### src/rtl/ifetch_prefetch_buf_pkg.sv
// Shared types and constants for the instruction prefetch buffer.
package ifetch_prefetch_buf_pkg;

   localparam int          INSTR_W   = 32;
   localparam logic [31:0] PC_STEP   = 32'd4;
   localparam logic [31:0] NOP_INSTR = 32'h0000_0013;

   typedef struct packed {
      logic               err;
      logic [31:0]        pc;
      logic [INSTR_W-1:0] instr;
   } ifb_entry_t;

   typedef enum logic {
      RUN      = 1'b0,
      ERR_HOLD = 1'b1
   } ifb_state_t;

endpackage

### src/rtl/ifetch_prefetch_buf_fifo.sv
// ifb_fifo: synchronous DEPTH-entry FIFO with push/pop/flush; push into a full
// FIFO is accepted only together with a pop.
module ifb_fifo #(
   parameter int DEPTH = 2,
   parameter int W     = 32
) (
   input  logic                   clk,
   input  logic                   rstn,
   input  logic                   flush,
   input  logic                   push,
   input  logic [W-1:0]           push_data,
   input  logic                   pop,
   output logic [W-1:0]           head,
   output logic                   full,
   output logic                   empty,
   output logic [$clog2(DEPTH):0] count
);

   localparam int AW = $clog2(DEPTH);
   localparam int CW = AW + 1;

   logic [W-1:0]  mem [DEPTH];
   logic [AW-1:0] wr_ptr;
   logic [AW-1:0] rd_ptr;
   logic          do_push;
   logic          do_pop;

   assign empty   = (count == '0);
   assign full    = (count == CW'(DEPTH));
   assign do_pop  = pop && !empty;
   assign do_push = push && (!full || do_pop);
   assign head    = mem[rd_ptr];

   always_ff @(posedge clk or negedge rstn) begin
      if (!rstn) begin
         wr_ptr <= '0;
         rd_ptr <= '0;
         count  <= '0;
      end else if (flush) begin
         wr_ptr <= '0;
         rd_ptr <= '0;
         count  <= '0;
      end else begin
         if (do_push) wr_ptr <= wr_ptr + AW'(1);
         if (do_pop)  rd_ptr <= rd_ptr + AW'(1);
         count <= count + CW'(do_push) - CW'(do_pop);
      end
   end

   // Storage needs no reset: nothing is read until count says it was written.
   always_ff @(posedge clk) begin
      if (do_push && !flush) mem[wr_ptr] <= push_data;
   end

endmodule

### src/rtl/ifetch_prefetch_buf.sv
// Sequential instruction prefetcher with an in-order response FIFO and redirect flush.
// Optional macro IFB_BYPASS_EN: a response may reach the consumer in its own cycle.
module ifetch_prefetch_buf
   import ifetch_prefetch_buf_pkg::*;
#(
   parameter int          DEPTH    = 2,
   parameter logic [31:0] RESET_PC = 32'h0000_0000
) (
   input  logic        clk,
   input  logic        rstn,
   input  logic        redirect_i,
   input  logic [31:0] redirect_addr_i,
   input  logic        ready_i,
   output logic        instr_valid_o,
   output logic [31:0] instr_o,
   output logic [31:0] instr_pc_o,
   output logic        instr_err_o,
   output logic        bus_req_o,
   output logic [31:0] bus_addr_o,
   input  logic        bus_gnt_i,
   input  logic        bus_rvalid_i,
   input  logic [31:0] bus_rdata_i,
   input  logic        bus_err_i
);

   localparam int CW = $clog2(DEPTH) + 1;
   localparam int OW = CW + 1;

   ifb_state_t  state;
   logic        run_en;
   logic [31:0] fetch_pc;
   logic        req_hold;
   logic        hold_stale;
   logic [31:0] hold_addr;
   logic [CW-1:0] discard;
   logic [CW-1:0] outstanding;
   logic [CW-1:0] ent_count;
   logic [OW-1:0] occupancy;
   logic        ent_full, ent_empty, tag_full, tag_empty;
   logic        new_req, grant, stale_grant;
   logic        resp_live, drop_now, bypass, head_valid;
   logic        ent_push, ent_pop, tag_pop;
   logic [31:0] tag_pc;
   ifb_entry_t  rsp_entry, ent_head, head;

   // The tag queue holds one PC per granted request, so its count is the
   // outstanding counter; it is never flushed and stays aligned with the bus.
   assign occupancy = {1'b0, ent_count} + {1'b0, outstanding};
   assign new_req   = run_en && (state == RUN) && !ent_full && !tag_full &&
                      (occupancy < OW'(DEPTH));
   assign bus_req_o  = req_hold || new_req;
   assign bus_addr_o = req_hold ? hold_addr : fetch_pc;
   assign grant       = bus_req_o && bus_gnt_i;
   assign stale_grant = grant && req_hold && hold_stale;

   assign tag_pop   = bus_rvalid_i && !tag_empty;
   assign drop_now  = bus_rvalid_i && (discard != '0);
   assign resp_live = bus_rvalid_i && !redirect_i && (discard == '0);
   assign rsp_entry = '{err: bus_err_i, pc: tag_pc, instr: bus_rdata_i};

`ifdef IFB_BYPASS_EN
   assign bypass = resp_live && ent_empty;
`else
   assign bypass = 1'b0;
`endif

   assign head_valid = !ent_empty || bypass;
   assign head       = ent_empty ? rsp_entry : ent_head;
   assign ent_push   = resp_live && !(bypass && ready_i);
   assign ent_pop    = ready_i && !ent_empty;

   assign instr_valid_o = head_valid;
   assign instr_o       = head_valid ? head.instr : '0;
   assign instr_pc_o    = head_valid ? head.pc    : '0;
   assign instr_err_o   = head_valid && head.err;

   ifb_fifo #(.DEPTH(DEPTH), .W($bits(ifb_entry_t))) u_ent_fifo (
      .clk       (clk),
      .rstn      (rstn),
      .flush     (redirect_i),
      .push      (ent_push),
      .push_data (rsp_entry),
      .pop       (ent_pop),
      .head      (ent_head),
      .full      (ent_full),
      .empty     (ent_empty),
      .count     (ent_count)
   );

   ifb_fifo #(.DEPTH(DEPTH), .W(32)) u_tag_fifo (
      .clk       (clk),
      .rstn      (rstn),
      .flush     (1'b0),
      .push      (grant),
      .push_data (bus_addr_o),
      .pop       (tag_pop),
      .head      (tag_pc),
      .full      (tag_full),
      .empty     (tag_empty),
      .count     (outstanding)
   );

   always_ff @(posedge clk or negedge rstn) begin
      if (!rstn) begin
         state      <= RUN;
         run_en     <= 1'b0;
         fetch_pc   <= RESET_PC;
         req_hold   <= 1'b0;
         hold_stale <= 1'b0;
         hold_addr  <= '0;
         discard    <= '0;
      end else begin
         run_en   <= 1'b1;
         req_hold <= bus_req_o && !bus_gnt_i;
         // An ungranted request keeps its address; a redirect marks it stale.
         if (bus_req_o && !bus_gnt_i) begin
            hold_addr  <= bus_addr_o;
            hold_stale <= (req_hold && hold_stale) || redirect_i;
         end else begin
            hold_stale <= 1'b0;
         end
         if (redirect_i) begin
            state    <= RUN;
            fetch_pc <= redirect_addr_i & 32'hFFFF_FFFC;
            discard  <= outstanding - CW'(bus_rvalid_i) + CW'(grant);
         end else begin
            if (grant && !stale_grant) fetch_pc <= fetch_pc + PC_STEP;
            discard <= discard + CW'(stale_grant) - CW'(drop_now);
            if (resp_live && bus_err_i) state <= ERR_HOLD;
         end
      end
   end

endmodule

### config.mk
export PLATFORM = sky130hd
export DESIGN_NAME = ifetch_prefetch_buf
export DESIGN_NICKNAME = d
export VERILOG_FILES = /design/src/rtl/ifetch_prefetch_buf_pkg.sv /design/src/rtl/ifetch_prefetch_buf_fifo.sv /design/src/rtl/ifetch_prefetch_buf.sv
export SDC_FILE = /design/constraint.sdc
export NUM_CORES = 1
export LEC_CHECK = 0
export ABC_CLOCK_PERIOD_IN_PS = 6300
export CORE_MARGIN = 4
export CORE_UTILIZATION = 50
export DETAILED_ROUTE_END_ITERATION = 12
export PLACE_DENSITY = 0.82
export SYNTH_ARGS = -nofsm -noshare
export SYNTH_HDL_FRONTEND = slang
export SYNTH_SLANG_ARGS = --single-unit
### constraint.sdc
create_clock -name clk -period 6.3 [get_ports clk]
set_input_delay 1.26 -clock clk [delete_from_list [all_inputs] [get_ports clk]]
set_output_delay 1.26 -clock clk [all_outputs]
set_load 0.005 [all_outputs]
==> results.sh <==
export IMPL_dieArea_mm2=0.0252
export IMPL_min_delay_start="hold_addr[1]$_DFFE_PN0P_"
export IMPL_crit_path_end_kind="primary output"
export IMPL_r2r_setup_slack_ns=3.23
export IMPL_post_cts_resize_count=0
export IMPL_dieWidth_um=159
export IMPL_synth_warnings=0
export IMPL_num_vias=6475
export IMPL_place_hpwl_um=15100
export IMPL_io_pins=170
export IMPL_clockBufferDepth=3
export IMPL_root_buffer="clkbuf_16"
export IMPL_r2r_end="u_tag_fifo.mem[0][24]$_DFFE_PP_"
export IMPL_maxCapViolCount=0
export IMPL_finalWeightedCongestion=0.889
export IMPL_clk_pin_slew_ns=0.06
export IMPL_power_leakage_nw=5.03
export IMPL_fp_row_count=54
export IMPL_p_int_mw=4.34
export IMPL_track_usage_pct=17.2
export IMPL_die_h_um=159
export IMPL_syn_area_mm2=0.0114
export IMPL_utilization_pct=64.3
export IMPL_cts_hold_fix_buffers=0
export IMPL_io_buffers=167
export IMPL_slew_violations=0
export IMPL_p_per_area_mw_per_mm2=431
export IMPL_grt_max_degree=77
export IMPL_grt_pass1_vias=6432
export IMPL_status="finished clean"
export IMPL_hold_depth=1
export IMPL_regArea_mm2=0.00773
export IMPL_drc=0
export IMPL_syn_num_nets=835
export IMPL_cts_buffers=27
export IMPL_period_needed_ns=4.02
export IMPL_power_frac_seq_pct=42.2
export IMPL_path_max_fanout=4
export IMPL_drt_pass1_iterations=4
export IMPL_pwr_share_clk_pct=26.4
export IMPL_r2r_worst_path_cells=8
export IMPL_peakVddDrop_uv=241
export IMPL_post_cts_buffers=0
export IMPL_period_share_pct=63.8
export IMPL_post_route_cells_drive_above_1_share_pct=14.4
export IMPL_drt_iter0_drc=339
export IMPL_critPathKind="reg2out"
export IMPL_cts_tree="done"
export IMPL_synth_cells=755
export IMPL_hold_viol=0
export IMPL_viasPerCell=5.30
export IMPL_synthDistinctLibCells=42
export IMPL_relSlewSlack_pct=20.9
export IMPL_start_kind="flip-flop"
export IMPL_diodes=0
export IMPL_ant_nets=0
export IMPL_insertion_delay_ns=0.53
export IMPL_antenna_found_initial=0
export IMPL_rr_startpoint="u_ent_fifo.count[0]$_DFF_PN0_"
export IMPL_worst_slew_pin_slew_ns=1.19
export IMPL_areaGrowthSynthToFinish_pct=25.0
export IMPL_routedWlPerCell_um=18.2
export IMPL_drt_wl_total_um=22300
export IMPL_crit_arrival_ns=2.76
export IMPL_grt_pass1_wl_um=35300
export IMPL_worstPathRequired_ns=5.04
export IMPL_p_sw_mw=1.78
export IMPL_fin_skew_ns=0.0150
export IMPL_avgSynthCellArea_um2=15.0
export IMPL_pwr_share_comb_pct=31.4
export IMPL_cts_sinks=270
export IMPL_core_mm2=0.0221
export IMPL_setup_tns_ns=0
export IMPL_nFillCells=1618
export IMPL_finalSetupViolations=0
export IMPL_initial_core_util_pct=51.4
export IMPL_ys_seq_elements=270
export IMPL_multi_input_area_mm2=0.00343
export IMPL_synth_seq_area_share_pct=68.0
export IMPL_gr_total_overflow=0
export IMPL_nets=1001
export IMPL_rsz0062_at_grt="no"
export IMPL_hold_path_class="reg2reg"
export IMPL_ctsHtreeMaxLevel=1
export IMPL_holdPathEnd="hold_addr[1]$_DFFE_PN0P_"
export IMPL_swShare_pct=29.0
export IMPL_max_freq_ghz=0.249
## stage by stage
stage / cell area, um^2 / setup slack [ns] / hold slack (ns) / instances / total power, mW
floorplan: 11400 / 0.866 / 0.450 / 755 / 3.66
global placement: 13300 / 2.04 / 0.461 / 1172 / 4.48
detailed placement: 13300 / 1.96 / 0.468 / 1172 / 4.56
CTS: 14200 / 2.26 / 0.483 / 1222 / 6.19
global route: 14200 / 2.11 / 0.501 / 1222 / 6.44
finish: 14200 / 2.28 / 0.481 / 1222 / 6.12
## layout by cell type (no fill, tap or decap), types with 4 or more instances in the layout
cell type,instances
nor2_1,75
and4_1,7
nand4_1,13
xor2_1,20
clkbuf_16,27
nand2_1,37
buf_4,10
inv_1,10
clkinv_2,5
clkdlybuf4s50_1,165
edfxtp_1,194
bufinv_16,4
o21ai_1,16
mux2i_1,66
clkbuf_1,4
o21a_1,7
nor3_1,8
o21ai_0,8
ha_1,8
mux2_2,69
nand3_1,8
and2_1,6
nand2b_1,6
dfrtp_1,75
mux2_1,29
xnor2_1,19
nor4_4,4
## worst max-delay path: stages, from the launching register on
cell,delay (ns)
dfrtp_1,0.41
inv_1,0.08
nor2_1,0.13
fa_1,0.47
nor4b_4,0.34
a31oi_1,0.21
inv_1,0.10
clkdlybuf4s50_1,0.50
## sequential cells by signal, indices dropped and copies added, names as in the netlist, 2 cells and up
name and count:
fetch_pc 30, discard 2, u_tag_fifo.mem 64, hold_addr 32, u_ent_fifo.count 2, u_ent_fifo.mem 130
u_tag_fifo.count 2
## power groups by stage
stage	logic (mW)	clock network (mW)	registers, mW
3_5_place_dp	1.94	0	2.62
6_report	1.92	1.62	2.58
4_1_cts	1.96	1.65	2.58
3_3_place_gp	1.88	0	2.59
5_1_grt	2.09	1.73	2.62
2_1_floorplan	1.19	0	2.47
## worst max-delay path by stage
stage                                            to  slack, ns  cells after the start                          start
floorplan            u_ent_fifo.mem[0][0]$_DFFE_PP_       0.87                      4                     redirect_i
global placement     u_ent_fifo.mem[0][5]$_DFFE_PP_       2.04                      5                   bus_rvalid_i
detailed placement  u_ent_fifo.mem[0][23]$_DFFE_PP_       1.96                      5                   bus_rvalid_i
CTS                                       bus_req_o       2.26                      7  u_ent_fifo.count[0]$_DFF_PN0_
global route                              bus_req_o       2.11                      7  u_ent_fifo.count[0]$_DFF_PN0_
finish                                    bus_req_o       2.28                      7  u_ent_fifo.count[0]$_DFF_PN0_
## cells by family (layout without fill, tap and decap cells)
logic type / after synthesis / in the layout / share of synthesized area (%)
flops: 270 / 270 / 68.0
simple gates: 183 / 183 / 8.27
mux: 164 / 164 / 15.5
buf+inv: 50 / 237 / 1.92
compound gates: 39 / 39 / 2.14
xor+xnor: 39 / 39 / 3.01
fa+ha+maj: 9 / 9 / 1.06
other cells: 1 / 1 / 0.0330
## cells in the mapped netlist
library cell  number  area (um^2)
and2_1             7         43.8
buf_2              9         45.0
inv_1             10         37.5
a41o_1             1         10.0
mux2_2            69          777
o21ai_0            8         40.0
a21oi_1            1         5.00
o31a_1             3         26.3
xor2_1            20          175
buf_1              7         26.3
nor4b_1            1         8.76
or2_1              1         6.26
nor3_1             8         40.0
o21ai_1           16         80.1
buf_4              3         22.5
a41oi_2            1         16.3
nand4_1           13         81.3
and3_1             3         18.8
buf_6              1         11.3
and3b_1            1         8.76
o21a_1             7         52.6
nor2b_1            4         25.0
dfrtp_1           76         1900
fa_1               1         20.0
nor4b_4            1         23.8
nor2_1            78          293
nand2b_1           6         37.5
nor4_1             3         18.8
mux2_1            29          327
inv_2              1         3.75
and4_1             7         61.3
edfxtp_1         194         5830
a31oi_1            2         12.5
or3b_1             1         8.76
nand3_1            8         40.0
nand2_1           37          139
mux2i_1           66          661
conb_1             1         3.75
clkbuf_1          19         71.3
xnor2_1           19          166
nor4_4             4         85.1
ha_1               8          100
## layout make-up
class	count	share of cell area, %
clock buffers	33	5.06
clock inverters	17	1.37
inverters	11	0.291
multi-input cells	435	24.2
flip-flops and latches	270	54.4
well taps	280	2.47
repair buffers	176	12.2
## metal layers
layer  vias up  part of all wire [%]  global-route usage [%]  wire, um
li1       3102                     -                       -         -
met4         0                   2.0                    4.81       439
met1      3166                    45                    24.0     10100
met2       176                    48                    28.6     10700
met5         -                     0                       0         0
met3        31                   4.9                    2.72      1080
Note: power is estimated with default switching activity, not from simulation.
